--- src/rtl/gap_state_detector_pkg.sv ---
// Shared definitions for the gap state detector: result codes, FSM
// state encoding, default thresholds and the delay classifier.
package gap_state_detector_pkg;

    // Default thresholds (mV and 65 MHz ADC clock cycles)
    localparam int V_BD_MV_DEF   = 1500;
    localparam int I_BD_MV_DEF   = 500;
    localparam int SHORT_CYC_DEF = 13;
    localparam int ARC_CYC_DEF   = 130;

    // Result codes reported on result_code
    localparam logic [1:0] GAP_OPEN   = 2'd0;
    localparam logic [1:0] GAP_NORMAL = 2'd1;
    localparam logic [1:0] GAP_ARC    = 2'd2;
    localparam logic [1:0] GAP_SHORT  = 2'd3;

    // Ceiling of the ignition delay counter
    localparam logic [15:0] CNT_MAX = 16'hFFFF;

    // Per-pulse classifier states
    typedef enum logic [1:0] {
        ST_IDLE   = 2'd0,
        ST_WAIT   = 2'd1,
        ST_BURN   = 2'd2,
        ST_REPORT = 2'd3
    } gap_state_e;

    // Map a breakdown delay onto SHORT / ARC / NORMAL
    function automatic logic [1:0] classify_delay(
        input logic [15:0] delay,
        input logic [15:0] short_lim,
        input logic [15:0] arc_lim
    );
        logic [1:0] code;
        if (delay < short_lim) begin
            code = GAP_SHORT;
        end else if (delay < arc_lim) begin
            code = GAP_ARC;
        end else begin
            code = GAP_NORMAL;
        end
        return code;
    endfunction

    // Counter increment that sticks at the ceiling
    function automatic logic [15:0] sat_inc(input logic [15:0] value);
        logic [15:0] next_value;
        if (value == CNT_MAX) begin
            next_value = value;
        end else begin
            next_value = value + 16'd1;
        end
        return next_value;
    endfunction

endpackage

--- src/rtl/gap_state_detector_moving_avg4.sv ---
// 4-sample moving average of a signed 16-bit sample stream.
// Stage 1 captures the sample into a 4-deep tap line, stage 2 registers
// floor(sum/4); input-to-output latency is 2 cycles.
module moving_avg4 (
    input  logic               ad_clk,
    input  logic               rst_n,
    input  logic signed [15:0] din,
    output logic signed [15:0] dout
);

    logic signed [15:0] taps_q [4];
    logic        [17:0] sum_s;

    // Shift the newest sample into the tap line
    always_ff @(posedge ad_clk) begin
        if (!rst_n) begin
            taps_q[0] <= '0;
            taps_q[1] <= '0;
            taps_q[2] <= '0;
            taps_q[3] <= '0;
        end else begin
            taps_q[0] <= din;
            taps_q[1] <= taps_q[0];
            taps_q[2] <= taps_q[1];
            taps_q[3] <= taps_q[2];
        end
    end

    // 18-bit sum of the sign-extended taps; four 16-bit values cannot overflow it
    always_comb begin
        sum_s = {{2{taps_q[0][15]}}, taps_q[0]}
              + {{2{taps_q[1][15]}}, taps_q[1]}
              + {{2{taps_q[2][15]}}, taps_q[2]}
              + {{2{taps_q[3][15]}}, taps_q[3]};
    end

    // Dropping the two LSBs of the two's-complement sum is an arithmetic
    // shift right by 2, i.e. floor division by 4 for negative sums too
    always_ff @(posedge ad_clk) begin
        if (!rst_n) begin
            dout <= '0;
        end else begin
            dout <= sum_s[17:2];
        end
    end

endmodule

--- src/rtl/gap_state_detector.sv ---
// Per-pulse EDM gap classifier. Filters board current and gap voltage,
// watches the delayed pulse gate, and at the end of every discharge pulse
// reports OPEN / NORMAL / ARC / SHORT together with the ignition delay.
//
// Result interface: result_valid is a single-cycle strobe with no
// back-pressure; result_code and ign_delay are valid in that cycle and
// hold their value until the next strobe. The consumer must sample on
// the strobe cycle.
module gap_state_detector
    import gap_state_detector_pkg::*;
#(
    parameter int V_BD_MV   = V_BD_MV_DEF,
    parameter int I_BD_MV   = I_BD_MV_DEF,
    parameter int SHORT_CYC = SHORT_CYC_DEF,
    parameter int ARC_CYC   = ARC_CYC_DEF     // must exceed SHORT_CYC
) (
    input  logic               ad_clk,
    input  logic               rst_n,
    input  logic signed [15:0] volt_ch1,
    input  logic signed [15:0] volt_ch2,
    input  logic               pulse_on,
    output logic signed [15:0] curr_avg,
    output logic signed [15:0] volt_avg,
    output logic               result_valid,
    output logic        [1:0]  result_code,
    output logic        [15:0] ign_delay
);

    localparam logic signed [15:0] V_BD_LIM  = 16'(V_BD_MV);
    localparam logic signed [15:0] I_BD_LIM  = 16'(I_BD_MV);
    localparam logic        [15:0] SHORT_LIM = 16'(SHORT_CYC);
    localparam logic        [15:0] ARC_LIM   = 16'(ARC_CYC);

    // Pulse gate pipeline
    logic pulse_p1_q;
    logic pulse_d_q;
    logic pulse_d_prev_q;
    logic armed_q;
    logic pulse_rise;
    logic pulse_fall;

    // Breakdown detection
    logic bd;

    // Classifier state (state_q is the observable FSM state)
    gap_state_e  state_q;
    gap_state_e  state_d;
    logic [15:0] cnt_q;
    logic [15:0] cnt_d;
    logic [15:0] delay_q;
    logic [15:0] delay_d;
    logic [1:0]  code_q;
    logic [1:0]  code_d;
    logic [15:0] ign_q;
    logic [15:0] ign_d;

    moving_avg4 u_curr_avg (
        .ad_clk (ad_clk),
        .rst_n  (rst_n),
        .din    (volt_ch1),
        .dout   (curr_avg)
    );

    moving_avg4 u_volt_avg (
        .ad_clk (ad_clk),
        .rst_n  (rst_n),
        .din    (volt_ch2),
        .dout   (volt_avg)
    );

    // Delay pulse_on by two cycles to line up with the averages. armed_q
    // stays low after reset until pulse_on has been seen low, so a pulse
    // already running across reset never produces a rising edge.
    always_ff @(posedge ad_clk) begin
        if (!rst_n) begin
            armed_q        <= 1'b0;
            pulse_p1_q     <= 1'b0;
            pulse_d_q      <= 1'b0;
            pulse_d_prev_q <= 1'b0;
        end else begin
            armed_q        <= armed_q | ~pulse_on;
            pulse_p1_q     <= pulse_on & armed_q;
            pulse_d_q      <= pulse_p1_q;
            pulse_d_prev_q <= pulse_d_q;
        end
    end

    // Edge detect on the aligned gate and signed breakdown test
    always_comb begin
        pulse_rise = pulse_d_q & ~pulse_d_prev_q;
        pulse_fall = ~pulse_d_q & pulse_d_prev_q;
        bd         = (volt_avg < V_BD_LIM) && (curr_avg > I_BD_LIM);
    end

    // Classifier state and result registers
    always_ff @(posedge ad_clk) begin
        if (!rst_n) begin
            state_q <= ST_IDLE;
            cnt_q   <= '0;
            delay_q <= '0;
            code_q  <= GAP_OPEN;
            ign_q   <= '0;
        end else begin
            state_q <= state_d;
            cnt_q   <= cnt_d;
            delay_q <= delay_d;
            code_q  <= code_d;
            ign_q   <= ign_d;
        end
    end

    // Next-state logic: count from pulse start, latch the breakdown delay,
    // and load the result registers on the way into REPORT
    always_comb begin
        state_d = state_q;
        cnt_d   = cnt_q;
        delay_d = delay_q;
        code_d  = code_q;
        ign_d   = ign_q;

        unique case (state_q)
            ST_IDLE: begin
                cnt_d = '0;
                if (pulse_rise) begin
                    state_d = ST_WAIT;
                    cnt_d   = 16'd1;
                end
            end

            ST_WAIT: begin
                cnt_d = sat_inc(cnt_q);
                if (bd) begin
                    // Breakdown beats a simultaneous end of pulse
                    delay_d = cnt_q;
                    if (pulse_fall) begin
                        state_d = ST_REPORT;
                        code_d  = classify_delay(cnt_q, SHORT_LIM, ARC_LIM);
                        ign_d   = cnt_q;
                    end else begin
                        state_d = ST_BURN;
                    end
                end else if (pulse_fall) begin
                    state_d = ST_REPORT;
                    code_d  = GAP_OPEN;
                    ign_d   = cnt_q;
                end
            end

            ST_BURN: begin
                if (pulse_fall) begin
                    state_d = ST_REPORT;
                    code_d  = classify_delay(delay_q, SHORT_LIM, ARC_LIM);
                    ign_d   = delay_q;
                end
            end

            ST_REPORT: begin
                // A pulse that starts right away must not be missed
                if (pulse_rise) begin
                    state_d = ST_WAIT;
                    cnt_d   = 16'd1;
                end else begin
                    state_d = ST_IDLE;
                    cnt_d   = '0;
                end
            end

            default: begin
                state_d = ST_IDLE;
                cnt_d   = '0;
            end
        endcase
    end

    assign result_valid = (state_q == ST_REPORT);
    assign result_code  = code_q;
    assign ign_delay    = ign_q;

endmodule

--- config.mk ---
export PLATFORM = sky130hd
export DESIGN_NAME = gap_state_detector
export DESIGN_NICKNAME = d
export VERILOG_FILES = /design/src/rtl/gap_state_detector_pkg.sv /design/src/rtl/gap_state_detector_moving_avg4.sv /design/src/rtl/gap_state_detector.sv
export SDC_FILE = /design/constraint.sdc
export NUM_CORES = 1
export LEC_CHECK = 0
export ABC_AREA = 1
export CAP_MARGIN = 20
export CORE_UTILIZATION = 40
export CTS_CLUSTER_SIZE = 40
export DETAILED_ROUTE_END_ITERATION = 6
export PLACE_DENSITY = 0.55
export SLEW_MARGIN = 20
export SYNTH_ARGS = -nofsm -noshare
export SYNTH_HDL_FRONTEND = slang
export SYNTH_SLANG_ARGS = --single-unit
export TNS_END_PERCENT = 20
--- constraint.sdc ---
create_clock -name ad_clk -period 9.52 [get_ports ad_clk]
set_input_delay 0.952 -clock ad_clk [delete_from_list [all_inputs] [get_ports ad_clk]]
set_output_delay 0.952 -clock ad_clk [all_outputs]
set_load 0.01 [all_outputs]
==> results of run 1 <==
[state kept, by name, summed over array words and instances, names as in the netlist]
| signal | cells |
|---|---|
| pulse_d_q | 1 |
| delay_q | 16 |
| pulse_p1_q | 1 |
| u_volt_avg.dout | 16 |
| u_volt_avg.taps_q | 64 |
| u_curr_avg.taps_q | 64 |
| state_q | 2 |
| armed_q | 1 |
| u_curr_avg.dout | 16 |
| result_code | 2 |
| cnt_q | 16 |
| ign_delay | 16 |
| pulse_d_prev_q | 1 |
[critical path, delay by kind of cell, from the launching register on]
kind | cells | cell delay, ns
buffers and inverters | 2 | 0.12
adder cells (fa/ha/maj) | 4 | 1.37
AND/OR/NAND/NOR | 7 | 0.58
AO/OA/AOI/OAI | 7 | 1.12
flip-flops | 1 | 0.33
[stage by stage]
stage / power (mW) / utilization (%) / cell area [um^2] / std cells
final: 2.246 / 48.38 / 13110 / 1967
after global routing: 2.362 / 48.38 / 13110 / 1967
after floorplan: 1.193 / - / 11130 / 1505
after detailed placement: 1.308 / 45.35 / 12290 / 1924
after CTS: 2.283 / 48.38 / 13110 / 1967
after global placement: 1.309 / 45.35 / 12290 / 1924
[per-layer routing]
metal | GRT usage, % | vias to the layer above
met2 | 27.08 | 159
met4 | 4.545 | 0
met5 | 0 | -
li1 | - | 4905
met1 | 25.86 | 4013
met3 | 2.198 | 37
[worst max-delay path by stage]
stage | from | endpoint | slack, ns | cells after the start
after global routing | u_volt_avg.taps_q[0][16]$_SDFF_PN0_ | u_volt_avg.dout[13]$_SDFF_PN0_ | 5.44 | 20
after global placement | u_volt_avg.taps_q[0][0]$_SDFF_PN0_ | u_volt_avg.dout[11]$_SDFF_PN0_ | 5.91 | 20
after detailed placement | u_volt_avg.taps_q[0][0]$_SDFF_PN0_ | u_volt_avg.dout[11]$_SDFF_PN0_ | 5.88 | 20
after CTS | u_volt_avg.taps_q[0][0]$_SDFF_PN0_ | u_volt_avg.dout[11]$_SDFF_PN0_ | 5.89 | 20
final | u_volt_avg.taps_q[0][0]$_SDFF_PN0_ | u_volt_avg.dout[11]$_SDFF_PN0_ | 5.89 | 20
after floorplan | u_volt_avg.taps_q[0][0]$_SDFF_PN0_ | u_volt_avg.dout[11]$_SDFF_PN0_ | 6.27 | 20
[layout make-up]
class,instances,area share [%]
Timing Repair Buffer,89,6.698
Sequential cell,216,32.98
Multi-Input combinational cell,981,42.89
Tap cell,372,3.550
Inverter,266,7.614
Clock buffer,35,5.363
Clock inverter,8,0.9065
[where the power goes]
group | internal [mW] | switching, mW | leakage, nW
Combinational | 0.124 | 0.197 | 4.58
Clock | 0.592 | 0.365 | 0.406
Sequential | 0.943 | 0.0249 | 1.77
Total | 1.66 | 0.587 | 6.75
[cells by family (layout without fill, tap and decap cells)]
kind of cell | count (synthesis) | after routing | share of synthesized area [%]
DFF | 216 | 216 | 38.85
and+or+nand+nor | 599 | 599 | 22.02
buffers and inverters | 308 | 398 | 10.61
xor gates and xnor gates | 23 | 23 | 1.810
adders and majority gates | 108 | 108 | 14.57
AOI/OAI and AO/OA | 251 | 251 | 12.13
[cell usage after synthesis (3+ instances only)]
cell type and instances:
xnor2_1 7, a21oi_1 128, dfxtp_1 216, a31oi_1 20
o21ai_0 65, a21oi_2 3, clkbuf_1 28, a21o_1 7
o21ai_1 14, ha_1 72, nand3_1 79, nor3_1 11
fa_1 36, nand4_1 15, xor2_1 16, nand2_1 388
buf_2 11, inv_1 257, nor4_1 7, a21boi_1 3
inv_2 8, nor2_1 91
==> metrics.txt, run 1 <==
Wirelength per Cell about 12 um; Post-synth top flop dfxtp_1; CTS tree yes; CTS sink count about 220; Hold Path Depth 2; Fin Hold WS between 0.4 and 0.5 ns; P per Cell Area 171.3 mW/mm^2; Post-Syn Area 0.01113 mm^2; H-Tree Depth 1; I/O Buffers 85; register bit total from synthesis ~220; commonest non-fill, non-tap cell in the layout nand2_1; first-pass GRT wire length about 41 mm; largest net degree at the start of global routing between 100 and 150; Final Cycle Share about two fifths; CTS Buffer Depth 3; Worst Slack Setup Final between 5 and 6 ns; reg-to-reg endpoint u_volt_avg.dout[11]$_SDFF_PN0_; Min Clock Period, post-route 3.629 ns; Multi-input gate area around 0.0056 mm^2; reg2reg path depth 20; share of layout cells above drive strength 1 under 10%; reg-to-reg slack, setup ~5.9 ns; HP Start u_volt_avg.taps_q[0][33]$_SDFF_PN0_; Leakage Power between 6 and 7 nW; clk root buf clkbuf_16; core footprint around 0.027 mm^2; clock-pin slew of the registers on the worst-case setup and hold paths around 0.06 ns; Max Clk Rate between 200 and 300 MHz; dpl hpwl ~18 mm; vias per cell ~4.6; post-cts repair resize count 0; peak fanout along the critical path 6; Hold EP u_volt_avg.taps_q[0][49]$_SDFF_PN0_; clk_lat worst skew 0.53 ns; setup TNS 0 ns; EDFF count, synth 0; die height 168.8 um; RePlAce Congestion about 0.88; Synth area leader dfxtp_1; max cap viols 0; CP Cell Sequence ha_1 -> inv_1 -> fa_1 -> inv_1 -> nand3_1 -> nand3_1 -> a21boi_1 -> o21ai_0 -> nand2_1 -> nand2_1 -> nand2_1 -> nand2_1 -> fa_1 -> ha_1 -> a21oi_1 -> o21ai_0 -> a21oi_1 -> nand2_1 -> o21ai_0 -> a21oi_1; Setup Skew between 0.02 and 0.03 ns; Final #Nets 1,722; register area around 0.0043 mm^2; # IOs 86; sum of routed wire segments on met1 12.93 mm; status completed; setup violators final 0; Slowest-stage cell, CP fa_1; ys async rst share 0%; reg2reg start u_volt_avg.taps_q[0][0]$_SDFF_PN0_; starting density of the core between 40% and 50%; routed via count approximately 9,000; CP required 9.93 ns; P&R area growth vs syn 17.82%; grt ovf 0; critical path type reg2reg; Peak VDD IR about 110 uV; min-delay worst type reg2reg; GRT Total Usage between 10% and 20%; DR DRC count 0; Worst setup EP type flop; Num CTS Buffers 25; cts hold-fix bufs 0; DR WL met2 about 10 mm; vias in the first global route 8,477; Max Slew Vio Count 0; Ant. Diodes 0; metal3 WL roughly 900 um; Pre-antenna DRT Iters 5; initial antenna violation count 0; drt initial violations roughly 500; Post-CTS Repair Setup Buffers 0; share of the synthesized area in the top cell type 38.85%; Mapped Cells approximately 1,500; Synth area leaders dfxtp_1 (39%), nand2_1 (13%), inv_1 (8.7%); syn nets between 1,500 and 2,000; Slew HR ~31%; die width 168.8 um; Placement Setup Slack between 5 and 6 ns; Syn Area/Cell around 7.4 um^2; Yosys cell types 40; Seq/Total Area, Yosys between 30% and 40%; CP max stage delay 0.41 ns; DR top layer met4; ANT nets after route 0; Final Hold Viols 0; die area approximately 0.028 mm^2; YS warnings 0; Tightest Pin Transition 1.040 ns; most frequent cells in the layout nand2_1 (388), inv_1 (257), dfxtp_1 (216); fillers 2,742; arrival time worst endpoint around 4.0 ns; crit start category flop; RSZ-0062 raised after global routing false; Most common cell on crit path nand2_1; Total Routed Length approximately 25 mm; number of core rows 60
Note: power is estimated with default switching activity, not from simulation.
==> run 2: changes to the inputs <==
==> constraint.sdc (replaced) <==
create_clock -name ad_clk -period 3.7 [get_ports ad_clk]
set_input_delay 0.37 -clock ad_clk [delete_from_list [all_inputs] [get_ports ad_clk]]
set_output_delay 0.37 -clock ad_clk [all_outputs]
set_load 0.01 [all_outputs]
==> run 2 against run 1 <==
Non-clock buffer count is 6 higher. Via count is 1.3% higher. Critical path depth is 3 lower. Total power grew to 2.5 times the previous value. Wire length is 0.12% lower. Utilization is 0.45 points higher. Register-to-register slack worse by 5.6 ns. First-iteration DRC count is 4.7% lower. Combinational power grew to 2.6 times the previous value. Sequential power grew to 2.6 times the previous value. Largest power group unchanged.
==> metrics.txt, run 2 (synthesis results as in run 1) <==
Final Cycle Share 92.61%; grt ovf 0; peak fanout along the critical path 5; clk_lat worst skew roughly 0.53 ns; die area 0.02850 mm^2; reg2reg path depth 17; Num CTS Buffers 25; largest net degree at the start of global routing 79; Peak VDD IR 256.3 uV; # IOs 86; Tightest Pin Transition ~0.77 ns; cts hold-fix bufs 0; Worst Slack Setup Final 0.2736 ns; min-delay worst type in2reg; CTS tree yes; Hold EP u_curr_avg.taps_q[3][2]$_SDFF_PN0_; Setup Skew around 0.018 ns; P&R area growth vs syn 18.91%; Final #Nets approximately 1,700; Post-CTS Repair Setup Buffers 0; core footprint 0.02710 mm^2; critical path type reg2reg; die width ~170 um; setup violators final 0; CTS Buffer Depth 3; crit start category flop; clock-pin slew of the registers on the worst-case setup and hold paths about 0.06 ns; Min Clock Period, post-route 3.426 ns; drt initial violations between 400 and 500; Pre-antenna DRT Iters 5; reg-to-reg endpoint u_curr_avg.dout[14]$_SDFF_PN0_; die height 168.8 um; Max Slew Vio Count 0; Leakage Power approximately 6.8 nW; reg2reg start u_curr_avg.taps_q[0][0]$_SDFF_PN0_; number of core rows 60; Hold Path Depth 3; max cap viols 0; CTS sink count between 200 and 250; DR DRC count 0; clk root buf clkbuf_16; Ant. Diodes 0; initial antenna violation count 0; fillers approximately 2,800; H-Tree Depth 1; Slew HR 48.88%; starting density of the core 41.07%; vias in the first global route 8,572; RSZ-0062 raised after global routing true; placed inst area around 0.012 mm^2; Final Hold Viols 0; Total Routed Length between 20 and 25 mm; HP Start rst_n; status completed; P per Cell Area between 400 and 500 mW/mm^2; first-pass GRT wire length roughly 41 mm; Wirelength per Cell approximately 12 um; ANT nets after route 0; commonest non-fill, non-tap cell in the layout nand2_1; vias per cell 4.676; routed via count 9,235; Worst setup EP type flop; RePlAce Congestion 0.8923; I/O Buffers 85; Max Clk Rate 291.8 MHz; CP required a little over 4 ns; reg-to-reg slack, setup roughly 0.27 ns; GRT Total Usage 17.55%; dpl hpwl roughly 18 mm; top flop regs u_curr_avg.taps_q: 64 flops, u_volt_avg.taps_q: 64 flops; final instance area 0.01323 mm^2; share of layout cells above drive strength 1 5.552%; Placement Setup Slack -0.02293 ns; arrival time worst endpoint roughly 3.8 ns; most frequent cells in the layout nand2_1 (387), inv_1 (257), dfxtp_1 (216)
-- run 2: changes by cell type in the layout (fill, tap and decap cells not counted), moves of 2 or more --
cell | previous run | this run
clkinvlp_4 | 0 | 3
o21ai_2 | 0 | 5
nor2_2 | 1 | 3
o21ai_0 | 65 | 60
ha_2 | 0 | 3
a21oi_2 | 3 | 6
a21oi_1 | 128 | 124
bufinv_16 | 3 | 1
ha_4 | 0 | 2
buf_4 | 5 | 11
ha_1 | 72 | 67
nor2_1 | 91 | 89
-- run 2: critical path: stages (launching register included) --
cell     delay [ns]
dfxtp_1        0.33
ha_1           0.17
inv_1          0.06
fa_1           0.40
o21ai_1        0.20
a21oi_1        0.15
o21ai_2        0.17
nand2_1        0.08
nand2_1        0.06
nand2_1        0.04
nand2_1        0.08
fa_1           0.43
ha_2           0.39
nand2_1        0.13
nor4_1         0.32
nand2_1        0.11
a21oi_1        0.14
nor2_1         0.06
-- run 2: stage by stage --
| stage | std cells | utilization, % | power (mW) | hold WS (ns) | TNS [ns] |
|---|---|---|---|---|---|
| floorplan | 1505 | - | 3.069 | 0.3905 | 0 |
| global placement | 1930 | 45.52 | 3.367 | 0.4065 | 0 |
| detailed placement | 1930 | 45.52 | 3.367 | 0.4061 | -0.02293 |
| CTS | 1975 | 48.43 | 5.752 | 0.2778 | 0 |
| global route | 1975 | 48.83 | 5.995 | 0.3128 | -0.05209 |
| finish | 1975 | 48.83 | 5.697 | 0.2931 | 0 |
-- run 2: where the power goes --
part / switching [mW] / total, mW / leakage (nW) / internal, mW
registers: 0.0654 / 2.49 / 1.77 / 2.43
clock network: 0.970 / 2.36 / 0.383 / 1.39
logic: 0.511 / 0.841 / 4.62 / 0.330
total: 1.55 / 5.70 / 6.77 / 4.15
-- run 2: area by class of cell --
class                      instances  area, um^2  area share (%)
clock buffer                      35       703.2           5.313
multi-input combinational        981        5733           43.32
tap                              372       465.4           3.517
clock inverter                    10       86.33          0.6524
sequential                       216        4324           32.67
timing repair buffer              95       923.4           6.977
inverter                         266       998.5           7.545
-- run 2: timing repair --
item | 4_1_cts | 5_1_grt
endpoints found under the hold margin | 0 | 0
pin swaps | 0 | 1
endpoints found under the setup margin | 1 | 17
gates resized for setup | 1 | 28
-- run 2: worst max path at each step --
stage	start	endpoint	slack (ns)	depth (start not counted)
after detailed placement	u_volt_avg.taps_q[0][0]$_SDFF_PN0_	u_volt_avg.dout[11]$_SDFF_PN0_	-0.02	20
final	u_curr_avg.taps_q[0][0]$_SDFF_PN0_	u_curr_avg.dout[14]$_SDFF_PN0_	0.27	17
after CTS	u_volt_avg.taps_q[0][0]$_SDFF_PN0_	u_volt_avg.dout[11]$_SDFF_PN0_	0.07	20
after global routing	u_curr_avg.taps_q[1][0]$_SDFF_PN0_	u_curr_avg.dout[14]$_SDFF_PN0_	-0.05	15
after global placement	u_volt_avg.taps_q[0][0]$_SDFF_PN0_	u_volt_avg.dout[11]$_SDFF_PN0_	0.09	20
after floorplan	u_volt_avg.taps_q[0][0]$_SDFF_PN0_	u_volt_avg.dout[11]$_SDFF_PN0_	0.45	20
-- run 2: routing by layer --
metal  vias to the layer above  track usage [%]  wire length (um)
met3                        36            2.174               825
met1                      4143            24.73             12600
met2                       151            28.01             10590
li1                       4905                -                 -
met5                         -                0                 0
met4                         0            5.257               489
==> run 3: changes to the inputs <==
--- a/config.mk
+++ b/config.mk
@@ -11,6 +11,7 @@
 export CTS_CLUSTER_SIZE = 40
 export DETAILED_ROUTE_END_ITERATION = 6
 export PLACE_DENSITY = 0.55
+export SETUP_SLACK_MARGIN = 0.2
 export SLEW_MARGIN = 20
 export SYNTH_ARGS = -nofsm -noshare
 export SYNTH_HDL_FRONTEND = slang
==> run 3 against run 2 <==
Clock power barely moved. Total power rose by 0.63%. Critical path depth fell by 2. Critical endpoint is now u_curr_avg.dout[12]$_SDFF_PN0_. Worst setup slack improved by 0.10 ns. Final area rose by 1.4%. First-iteration DRC count rose by 8.9%. Sequential power barely moved.
==> metrics.txt, run 3 (synthesis results as in run 1) <==
status completed; clk root buf clkbuf_16; setup violators final 0; RSZ-0062 raised after global routing true; die area between 0.02 and 0.03 mm^2; reg2reg path depth 15; post-layout power about 5.7 mW; Slew HR between 40% and 50%; min-delay worst type in2reg; critical path type reg2reg; Final Cycle Share between 80% and 90%; CP bufs+invs 1; # IOs between 80 and 90; placed inst area 0.01234 mm^2; dpl hpwl 18.36 mm; first-pass GRT wire length between 40 and 50 mm; most frequent cells in the layout nand2_1 (379), inv_1 (257), dfxtp_1 (216); Total Routed Length between 20 and 25 mm; Final Hold Viols 0; Wirelength per Cell ~12 um; Tightest Pin Transition about 0.76 ns; arrival time worst endpoint around 3.7 ns; CTS sink count ~220; number of core rows 60; vias in the first global route ~8,600; die width between 150 and 200 um; Fin Hold WS 0.2894 ns; crit start category flop; final std cells w/o fill approximately 2,000; fillers roughly 2,800; Most common cell on crit path nand2_1; Slowest-stage cell, CP fa_1; Peak VDD IR 255.6 uV; routed via count 9,270; Max Slew Vio Count 0; P per Cell Area 427.1 mW/mm^2; reg2reg start u_curr_avg.taps_q[1][2]$_SDFF_PN0_; core footprint 0.02710 mm^2; ANT nets after route 0; starting density of the core approximately 41%; Placed Cells 1,930; CTS Buffer Depth 3; commonest non-fill, non-tap cell in the layout nand2_1; die height 168.8 um; top flop regs u_curr_avg.taps_q: 64 flops, u_volt_avg.taps_q: 64 flops; I/O Buffers between 80 and 90; Setup Skew roughly 0.018 ns; Worst setup EP type flop; Leakage Power approximately 6.8 nW; CP required a little over 4 ns; reg-to-reg slack, setup 0.37 ns; H-Tree Depth 1; Hold EP u_curr_avg.taps_q[3][2]$_SDFF_PN0_; cts hold-fix bufs 0; Ant. Diodes 0; CP Cell Sequence ha_1 -> a21oi_1 -> nand2_1 -> a21oi_2 -> buf_4 -> xnor2_1 -> fa_1 -> ha_1 -> a21oi_1 -> o21ai_0 -> a21o_1 -> nand2_1 -> nand3_1 -> nand2_1 -> nor2_1; HP Start rst_n; Final #Nets 1,730; clk_lat worst skew 0.53 ns; initial antenna violation count 0; vias per cell around 4.7; reg-to-reg endpoint u_curr_avg.dout[12]$_SDFF_PN0_; final instance area about 0.013 mm^2; Min Clock Period, post-route 3.325 ns; Multi-input gate area 0.005907 mm^2; Max Clk Rate roughly 300 MHz; drt initial violations 513; largest net degree at the start of global routing slightly below 80; P&R area growth vs syn 20.61%; RePlAce Congestion roughly 0.89; max cap viols 0; register area approximately 0.0043 mm^2; CTS tree yes; Hold Path Depth 3; critical path's top delay family adder cells; clock-pin slew of the registers on the worst-case setup and hold paths 0.06 ns; final core utilization between 40 and 50%; grt ovf 0; Pre-antenna DRT Iters 5; CP max stage delay 0.48 ns; CP startpoint u_curr_avg.taps_q[1][2]$_SDFF_PN0_; GRT Total Usage between 15 and 20%; DR DRC count 0; peak fanout along the critical path 6; Num CTS Buffers 25; share of layout cells above drive strength 1 under 10%
run 3: where the power goes:
| part | internal (mW) | switching (mW) |
|---|---|---|
| sequential | 2.43 | 0.0654 |
| combinational | 0.352 | 0.527 |
| clock | 1.39 | 0.969 |
run 3: cell type report:
| class | instances | area share, % |
|---|---|---|
| well taps | 372 | 3.468 |
| repair buffers | 97 | 6.991 |
| flip-flops and latches | 216 | 32.21 |
| multi-input cells | 981 | 44.01 |
| clock buffers | 35 | 5.239 |
| inverters | 266 | 7.438 |
| clock inverters | 10 | 0.6432 |
run 3: timing repair:
action | in CTS | in global routing
resized for setup | 7 | 70
endpoints found under the setup margin | 11 | 19
pin swaps | 0 | 19
setup buffers | 0 | 2
run 3: worst register-to-register path: cells and delay by family, from the launching register on:
family          cells  cell delay, ns
compound gates      5            0.98
xor+xnor            1            0.19
fa+ha+maj           3            1.22
buf+inv             1            0.15
flops               1            0.33
simple gates        5            0.36
run 3: per-stage QoR:
step	setup slack [ns]	TNS (ns)
2_1_floorplan	0.4477	0
3_3_place_gp	0.09272	0
3_5_place_dp	-0.02293	-0.02293
4_1_cts	0.1786	0
5_1_grt	0.1315	0
6_report	0.3747	0
run 3: worst max-delay path by stage:
stage / to / slack, ns / cells after the start
2_1_floorplan: u_volt_avg.dout[11]$_SDFF_PN0_ / 0.45 / 20
3_3_place_gp: u_volt_avg.dout[11]$_SDFF_PN0_ / 0.09 / 20
3_5_place_dp: u_volt_avg.dout[11]$_SDFF_PN0_ / -0.02 / 20
4_1_cts: u_curr_avg.dout[12]$_SDFF_PN0_ / 0.18 / 14
5_1_grt: u_volt_avg.dout[14]$_SDFF_PN0_ / 0.13 / 19
6_report: u_curr_avg.dout[12]$_SDFF_PN0_ / 0.37 / 15
run 3: layer usage:
metal	vias to the layer above	global-route usage [%]	part of all wire (%)
li1	4907	-	-
met1	4182	24.75	51
met2	142	28.06	43
met3	39	2.174	3.4
met4	0	5.257	2.1
met5	-	0	0
